`config.mk`:
```
export PLATFORM = sky130hd
export DESIGN_NAME = dispatch_fifo_router_flat
export DESIGN_NICKNAME = d
export VERILOG_FILES = /design/src/rtl/dispatch_fifo_router_pkg.sv /design/src/rtl/dispatch_fifo_router_if.sv /design/src/rtl/dispatch_fifo_router_channel_fifo.sv /design/src/rtl/dispatch_fifo_router.sv /design/src/flat_wrapper.sv
export SDC_FILE = /design/constraint.sdc
export NUM_CORES = 1
export LEC_CHECK = 0
export BUFFER_PORTS_ARGS = -buffer_cell sky130_fd_sc_hd__buf_2
export CAP_MARGIN = 5
export CORE_ASPECT_RATIO = 1.1
export CORE_MARGIN = 1
export CORE_UTILIZATION = 30
export CTS_BUF_LIST = sky130_fd_sc_hd__clkbuf_8
export CTS_CLUSTER_SIZE = 24
export DETAILED_ROUTE_END_ITERATION = 12
export PLACE_DENSITY_LB_ADDON = 0.3
export SLEW_MARGIN = 15
export SYNTH_ARGS = -nofsm -noshare
export SYNTH_HDL_FRONTEND = slang
export SYNTH_SLANG_ARGS = --single-unit
```
`constraint.sdc`:
```
create_clock -name clock -period 2.8 [get_ports clock]
set_clock_uncertainty 0.2 [all_clocks]
set_input_delay 0.56 -clock clock [delete_from_list [all_inputs] [get_ports clock]]
set_output_delay 0.56 -clock clock [all_outputs]
set_load 0.02 [all_outputs]
```
`src/rtl/dispatch_fifo_router_pkg.sv`:
```
// -----------------------------------------------------------------------------
// dispatch_pkg
// Shared definitions for the dispatch FIFO router: the default channel payload
// type, the per-channel count width and lane-offset helpers used when slicing
// the flattened out_data / occupancy buses.
// Ports: none (package).
// -----------------------------------------------------------------------------
package dispatch_pkg;

    localparam int unsigned PAYLOAD_W = 8;

    typedef logic [PAYLOAD_W-1:0] payload_t;

    // Count must hold 0..depth inclusive, hence one bit more than the pointer.
    function automatic int count_w(input int depth);
        return $clog2(depth) + 1;
    endfunction

    // LSB of lane 'lane' inside a flattened bus of 'width'-bit lanes.
    function automatic int lane_lsb(input int lane, input int width);
        return lane * width;
    endfunction

endpackage

```
`src/rtl/dispatch_fifo_router_if.sv`:
```
// -----------------------------------------------------------------------------
// dispatch_fifo_router_if
// Bundles the request handshake and the per-channel output handshakes of the
// dispatch FIFO router.
//   in_valid/in_ready/in_id/in_broadcast/in_data : request side
//   out_valid/out_ready/out_data                  : per-channel drain side
//   bad_id                                        : discarded out-of-range unicast
//   occupancy                                     : per-channel entry count
// Modports: slave = router, master = producer/consumer environment.
// -----------------------------------------------------------------------------
interface dispatch_fifo_router_if
    import dispatch_pkg::*;
#(
    parameter int OUTPUTS    = 4,
    parameter int INPUT_SIZE = $bits(payload_t),
    parameter int DEPTH      = 2
);
    localparam int ID_W  = $clog2(OUTPUTS);
    localparam int CNT_W = count_w(DEPTH);

    logic                          in_valid;
    logic                          in_ready;
    logic [ID_W-1:0]               in_id;
    logic                          in_broadcast;
    logic [INPUT_SIZE-1:0]         in_data;
    logic [OUTPUTS-1:0]            out_valid;
    logic [OUTPUTS-1:0]            out_ready;
    logic [OUTPUTS*INPUT_SIZE-1:0] out_data;
    logic                          bad_id;
    logic [OUTPUTS*CNT_W-1:0]      occupancy;

    modport slave (
        input  in_valid, in_id, in_broadcast, in_data, out_ready,
        output in_ready, out_valid, out_data, bad_id, occupancy
    );

    modport master (
        output in_valid, in_id, in_broadcast, in_data, out_ready,
        input  in_ready, out_valid, out_data, bad_id, occupancy
    );

endinterface

```
`src/rtl/dispatch_fifo_router_channel_fifo.sv`:
```
// -----------------------------------------------------------------------------
// dispatch_channel_fifo
// One output channel queue of the dispatch router: DEPTH-entry circular buffer
// with free-running wrap pointers and an explicit entry count.
//   clock, reset : rising-edge clock, synchronous active-high reset
//   push/push_data : write one entry (ignored when full)
//   pop            : consume head (ignored when empty)
//   head/valid     : head entry and non-empty flag
//   full/count     : full flag and entry count 0..DEPTH
// Storage is not reset; only pointers and count are.
// -----------------------------------------------------------------------------
module dispatch_channel_fifo
    import dispatch_pkg::*;
#(
    parameter int DEPTH      = 2,
    parameter int INPUT_SIZE = $bits(payload_t)
) (
    input  logic                        clock,
    input  logic                        reset,
    input  logic                        push,
    input  logic [INPUT_SIZE-1:0]       push_data,
    input  logic                        pop,
    output logic [INPUT_SIZE-1:0]       head,
    output logic                        valid,
    output logic                        full,
    output logic [count_w(DEPTH)-1:0]   count
);
    localparam int PTR_W = $clog2(DEPTH);
    localparam int CNT_W = count_w(DEPTH);

    logic [INPUT_SIZE-1:0] mem [DEPTH];
    logic [PTR_W-1:0]      wr_ptr;
    logic [PTR_W-1:0]      rd_ptr;
    logic                  push_eff;
    logic                  pop_eff;

    assign valid    = (count != '0);
    assign full     = (count == CNT_W'(DEPTH));
    assign head     = mem[rd_ptr];
    assign push_eff = push & ~full;
    assign pop_eff  = pop & valid;

    always_ff @(posedge clock) begin
        if (push_eff) begin
            mem[wr_ptr] <= push_data;
        end
    end

    always_ff @(posedge clock) begin
        if (reset) begin
            wr_ptr <= '0;
            rd_ptr <= '0;
            count  <= '0;
        end else begin
            if (push_eff) begin
                wr_ptr <= wr_ptr + PTR_W'(1);
            end
            if (pop_eff) begin
                rd_ptr <= rd_ptr + PTR_W'(1);
            end
            case ({push_eff, pop_eff})
                2'b10:   count <= count + CNT_W'(1);
                2'b01:   count <= count - CNT_W'(1);
                default: count <= count;
            endcase
        end
    end

endmodule

```
`src/rtl/dispatch_fifo_router.sv`:
```
// -----------------------------------------------------------------------------
// dispatch_fifo_router
// Accepts one request per cycle (unicast to in_id or broadcast to all channels)
// and queues it into per-channel FIFOs that drain independently.
//   clock, reset : rising-edge clock, synchronous active-high reset
//   bus (slave)  : request handshake, per-channel out_valid/out_ready/out_data,
//                  bad_id pulse and per-channel occupancy
// in_ready depends only on in_id/in_broadcast and the registered FIFO counts,
// never on in_valid or out_ready; a full FIFO refuses even while popping.
// -----------------------------------------------------------------------------
module dispatch_fifo_router
    import dispatch_pkg::*;
#(
    parameter int OUTPUTS    = 4,
    parameter int INPUT_SIZE = $bits(payload_t),
    parameter int DEPTH      = 2
) (
    input  logic                   clock,
    input  logic                   reset,
    dispatch_fifo_router_if.slave  bus
);
    localparam int ID_W   = $clog2(OUTPUTS);
    localparam int CNT_W  = count_w(DEPTH);
    localparam int ID_SPAN = 2 ** ID_W;

    logic [OUTPUTS-1:0]    full;
    logic [OUTPUTS-1:0]    push;
    logic [OUTPUTS-1:0]    pop;
    logic [ID_SPAN-1:0]    full_span;
    logic                  id_ok;
    logic                  target_full;
    logic                  accept;
    logic                  bad_id_q;

    // Widen the full vector to every encodable id so indexing by in_id stays in
    // range when OUTPUTS is not a power of two; unused ids read as not full.
    always_comb begin
        full_span = '0;
        for (int i = 0; i < OUTPUTS; i++) begin
            full_span[i] = full[i];
        end
    end

    assign id_ok       = (32'(bus.in_id) < 32'(OUTPUTS));
    assign target_full = full_span[bus.in_id];

    always_comb begin
        if (bus.in_broadcast) begin
            bus.in_ready = ~|full;
        end else if (id_ok) begin
            bus.in_ready = ~target_full;
        end else begin
            bus.in_ready = 1'b1;
        end
    end

    assign accept = bus.in_valid & bus.in_ready;

    genvar g;
    generate
        for (g = 0; g < OUTPUTS; g++) begin : g_chan
            logic [CNT_W-1:0] count;

            assign push[g] = accept &
                             (bus.in_broadcast | (id_ok & (bus.in_id == ID_W'(g))));
            assign pop[g]  = bus.out_valid[g] & bus.out_ready[g];

            dispatch_channel_fifo #(
                .DEPTH      (DEPTH),
                .INPUT_SIZE (INPUT_SIZE)
            ) u_fifo (
                .clock     (clock),
                .reset     (reset),
                .push      (push[g]),
                .push_data (bus.in_data),
                .pop       (pop[g]),
                .head      (bus.out_data[lane_lsb(g, INPUT_SIZE) +: INPUT_SIZE]),
                .valid     (bus.out_valid[g]),
                .full      (full[g]),
                .count     (count)
            );

            assign bus.occupancy[lane_lsb(g, CNT_W) +: CNT_W] = count;
        end
    endgenerate

    always_ff @(posedge clock) begin
        if (reset) begin
            bad_id_q <= 1'b0;
        end else begin
            bad_id_q <= accept & ~bus.in_broadcast & ~id_ok;
        end
    end

    assign bus.bad_id = bad_id_q;

endmodule

```
`src/flat_wrapper.sv`:
```
// flat-port wrapper written by rule: the top's interface ports become plain ports
module dispatch_fifo_router_flat import dispatch_pkg::*;
#(
    parameter int OUTPUTS    = 4,
    parameter int INPUT_SIZE = $bits(payload_t),
    parameter int DEPTH      = 2
)
  (clock, reset, bus_in_valid, bus_in_id, bus_in_broadcast, bus_in_data, bus_out_ready, bus_in_ready, bus_out_valid, bus_out_data, bus_bad_id, bus_occupancy);
  dispatch_fifo_router_if #(.OUTPUTS(OUTPUTS), .INPUT_SIZE(INPUT_SIZE), .DEPTH(DEPTH)) bus_i ();
  input  logic clock;
  input  logic reset;
  input wire logic [$bits(bus_i.in_valid)-1:0] bus_in_valid;
  input wire logic [$bits(bus_i.in_id)-1:0] bus_in_id;
  input wire logic [$bits(bus_i.in_broadcast)-1:0] bus_in_broadcast;
  input wire logic [$bits(bus_i.in_data)-1:0] bus_in_data;
  input wire logic [$bits(bus_i.out_ready)-1:0] bus_out_ready;
  output wire logic [$bits(bus_i.in_ready)-1:0] bus_in_ready;
  output wire logic [$bits(bus_i.out_valid)-1:0] bus_out_valid;
  output wire logic [$bits(bus_i.out_data)-1:0] bus_out_data;
  output wire logic [$bits(bus_i.bad_id)-1:0] bus_bad_id;
  output wire logic [$bits(bus_i.occupancy)-1:0] bus_occupancy;
  assign bus_i.in_valid = bus_in_valid;
  assign bus_i.in_id = bus_in_id;
  assign bus_i.in_broadcast = bus_in_broadcast;
  assign bus_i.in_data = bus_in_data;
  assign bus_i.out_ready = bus_out_ready;
  assign bus_in_ready = bus_i.in_ready;
  assign bus_out_valid = bus_i.out_valid;
  assign bus_out_data = bus_i.out_data;
  assign bus_bad_id = bus_i.bad_id;
  assign bus_occupancy = bus_i.occupancy;
  dispatch_fifo_router #(.OUTPUTS(OUTPUTS), .INPUT_SIZE(INPUT_SIZE), .DEPTH(DEPTH)) u_core (.clock(clock), .reset(reset), .bus(bus_i));
endmodule
```
==> Implementation_results.wiki <==
{| class="wikitable"
! Metric !! Value
|-
| Worst hold stages || 1
|-
| Root cell of the clock tree || sky130_fd_sc_hd__clkbuf_8
|-
| Maximum level of the CTS H-tree || 3
|-
| Combinational cell fraction of total power || between 30 and 40%
|-
| Fraction of power consumed by sequential logic || between 40% and 50%
|-
| Max Cap Violations || 0
|-
| Die boundary width || 103 um
|-
| Post-DRT Antenna Nets || 0
|-
| Final estimated routing congestion in global placement || between 0.7 and 0.8
|-
| Cell depth of the worst flop-to-flop path || 7
|-
| Count of yosys warnings during synthesis || 0
|-
| Via count of the first global-routing pass || approximately 1800
|-
| Number of detailed-routing iterations run before antenna repair || 4
|-
| Number of buffers inserted for hold repair after clock tree synthesis || 0
|-
| Detail-routed net length per standard cell || 14.2 um
|-
| Dominant cells by area after synthesis || sky130_fd_sc_hd__edfxtp_1 57%, sky130_fd_sc_hd__dfxtp_1 12%, sky130_fd_sc_hd__mux2_2 11%
|-
| Power share of the clock group || 20.7%
|-
| Endpoint kind of the worst setup timing path || output port
|-
| Detailed Route Iter0 Violations || 81
|-
| Commonest non-fill, non-tap cells in the layout || 64 x sky130_fd_sc_hd__edfxtp_1, 62 x sky130_fd_sc_hd__buf_2, 32 x sky130_fd_sc_hd__mux2_2, 30 x sky130_fd_sc_hd__nor2_1, 20 x sky130_fd_sc_hd__dfxtp_1
|-
| Vertical extent of the die || around 110 um
|-
| Summed instance area of the synthesized netlist || about 3400 sq um
|-
| # IOs || 64
|-
| Maximum number of pins on one net before global-route repair || 25
|-
| Number of clock buffers inserted by TritonCTS || 9
|-
| Resized Gates After CTS || 0
|-
| Clock latency of the later-clocked register in the worst-skew pair || around 0.35 ns
|-
| Initial Utilization || between 30% and 40%
|-
| Reg2reg setup slack || 0.29 ns
|-
| Biggest fanout along the worst timing path || 5
|-
| Ratio of total power to cell area || roughly 1000 nW/um^2
|-
| Residual overflow from global routing || 0
|-
| Data required time at the worst endpoint || just over 2 ns
|-
| DP Wirelength || about 4400 um
|-
| Type of the setup path with the least slack || reg -> out
|-
| Outcome || completed
|-
| Synthesized netlist net count || roughly 240
|-
| Post-synthesis register bit count || 84
|-
| Setup Total Neg Slack || 0 ns
|-
| RSZ-0062 raised after global routing || false
|-
| Area enclosed by the die boundary || between 10000 and 15000 sq um
|-
| Post-route clock period utilization || approximately nine tenths
|-
| Global-route wire length before repair || ~9400 um
|-
| Count of clock tree sinks || 84
|-
| All-Layer GR Usage || a little under an eighth
|-
| Number of buffers on the longest clock path || 2
|-
| Static power due to leakage || 1.56 nW
|-
| Cells after synthesis || about 220
|-
| Commonest non-fill, non-tap cell in the layout || sky130_fd_sc_hd__edfxtp_1
|-
| Final total power || around 4.2 mW
|-
| Worst Setup Start Kind || flop
|-
| Count of fill cells added during filler insertion || around 1000
|-
| Average cell area after synthesis || 15.3 sq um
|-
| Per-cell via count in the routed design || 4.29
|-
| Total of buffers placed on input and output ports || 62
|-
| Number of endpoints with negative hold slack in the final report || 0
|-
| Final setup violating endpoints || 0
|-
| Count of flip-flops with a built-in enable after synthesis || 64
|-
| Share of synthesized area occupied by flip-flops and latches || about 70%
|-
| Cell-internal power || around 2.7 mW
|-
| Cells after DPL || between 400 and 500
|-
| Switching Power || ~1.5 mW
|-
| Initial antenna violation count || 0
|-
| Data arrival time at the worst-slack endpoint || ~1.8 ns
|-
| Post-CTS setup buffer count || 0
|-
| Highest attainable clock frequency || roughly 390 MHz
|-
| Layout cells sized above 1 || roughly 45%
|-
| Count of nets after finishing || around 320
|-
| Clock tree from TritonCTS || yes
|-
| DRC violations left || 0
|-
| Total number of placement rows || 40
|-
| Final WL || 6340 um
|-
| Flip-flop cell with the highest count after synthesis || sky130_fd_sc_hd__edfxtp_1
|-
| Proportion of total power due to net switching || approximately 35%
|-
| Count of antenna diodes in the layout || 0
|-
| Area share of the largest cell type after synthesis || between 50 and 60%
|-
| Clock slew at reported path FFs || ~0.090 ns
|-
| Area grow syn2layout || 21.4%
|-
| Fraction of registers with async set/reset || 0%
|-
| Final min period || ~2.6 ns
|-
| Total core area || ~11000 sq um
|-
| Most area-hungry cell type in the Yosys netlist || sky130_fd_sc_hd__edfxtp_1
|-
| Worst supply voltage drop on vdd || approximately 480 uV
|-
| Share of the core filled with cells || 37.5%
|-
| Finished Layout Cells || 448
|-
| Unique cell type count in the Yosys netlist || 28
|-
| Max-slew violation count || 0
|-
| Total number of vias || just under 2000
|-
| Worst hold path type || in -> reg
|}
-- power groups by stage --
stage / combinational (mW) / clock, mW / sequential, mW
2_1_floorplan: 1.14 / 0 / 1.81
3_3_place_gp: 1.54 / 0 / 1.83
3_5_place_dp: 1.57 / 0 / 1.84
4_1_cts: 1.57 / 0.912 / 1.81
5_1_grt: 1.69 / 0.954 / 1.85
6_report: 1.55 / 0.879 / 1.81
-- cell usage after synthesis (2+ instances only) --
cell type                   count
sky130_fd_sc_hd__a21oi_1        6
sky130_fd_sc_hd__and2_1         4
sky130_fd_sc_hd__and2b_1        2
sky130_fd_sc_hd__buf_4          5
sky130_fd_sc_hd__clkbuf_1       6
sky130_fd_sc_hd__dfxtp_1       20
sky130_fd_sc_hd__edfxtp_1      64
sky130_fd_sc_hd__ha_1           4
sky130_fd_sc_hd__inv_1          6
sky130_fd_sc_hd__mux2_2        32
sky130_fd_sc_hd__mux2_4         4
sky130_fd_sc_hd__nand3_2        2
sky130_fd_sc_hd__nor2_1        30
sky130_fd_sc_hd__o2111ai_4      2
sky130_fd_sc_hd__o21ai_0        5
sky130_fd_sc_hd__o21bai_1       2
sky130_fd_sc_hd__or2_2          4
sky130_fd_sc_hd__or3_1          4
sky130_fd_sc_hd__xnor2_1        8
sky130_fd_sc_hd__xor2_1         4
-- flip-flops by register name, summed over array words and instances, names as in the netlist, named ones only --
signal                       cells
u_core.g_chan.u_fifo.count       8
u_core.g_chan.u_fifo.mem        64
u_core.g_chan.u_fifo.rd_ptr      4
u_core.g_chan.u_fifo.wr_ptr      4
-- cell families after synthesis --
logic type | count (synthesis) | synth area share [%]
flip-flops | 84 | 68.6
AND/OR/NAND/NOR | 51 | 7.72
XOR/XNOR | 12 | 3.10
other | 1 | 0.111
adder cells (fa/ha/maj) | 4 | 1.48
buffers and inverters | 18 | 2.77
multiplexers | 36 | 12.4
AO/OA/AOI/OAI | 16 | 3.81
-- final timing paths --
| check | from | endpoint |
|---|---|---|
| max | u_core.g_chan[2].u_fifo.count[0] | bus_in_ready |
| min | bus_in_data[2] | u_core.g_chan[1].u_fifo.mem[1][2] |
| max reg2reg | u_core.g_chan[2].u_fifo.count[0] | u_core.g_chan[1].u_fifo.count[1] |
| min reg2reg | u_core.g_chan[2].u_fifo.count[1] | u_core.g_chan[2].u_fifo.count[1] |
-- cell type report --
class | instances | area [sq um] | area share, %
inverter | 6 | 22.5 | 0.548
multi-input combinational | 120 | 970 | 23.6
sequential | 84 | 2320 | 56.5
clock inverter | 7 | 80.1 | 1.95
timing repair buffer | 75 | 408 | 9.92
tap | 147 | 184 | 4.47
clock buffer | 9 | 124 | 3.01
-- through the flow --
| stage | area [sq um] | worst slack, ns | hold WS [ns] |
|---|---|---|---|
| 6_report | 4110 | 0.246 | 0.317 |
| 5_1_grt | 4110 | 0.114 | 0.314 |
| 4_1_cts | 4110 | 0.208 | 0.298 |
| 3_5_place_dp | 3910 | 0.0634 | 0.298 |
| 3_3_place_gp | 3910 | 0.131 | 0.298 |
| 2_1_floorplan | 3390 | 0.359 | 0.281 |
-- critical path, cell delays in order, from the launching register on --
cell and delay (ns):
sky130_fd_sc_hd__dfxtp_1 0.42, sky130_fd_sc_hd__and2b_1 0.24, sky130_fd_sc_hd__a31oi_1 0.16, sky130_fd_sc_hd__and4_1 0.41, sky130_fd_sc_hd__buf_2 0.23
-- per-layer routing --
layer	vias up	wire length [um]	track usage, %
li1	940	-	-
met1	921	3050	14.3
met2	55	2870	17.6
met3	8	332	2.88
met4	0	90	6.20
met5	-	0	0
(Power assumes the default switching activity.)
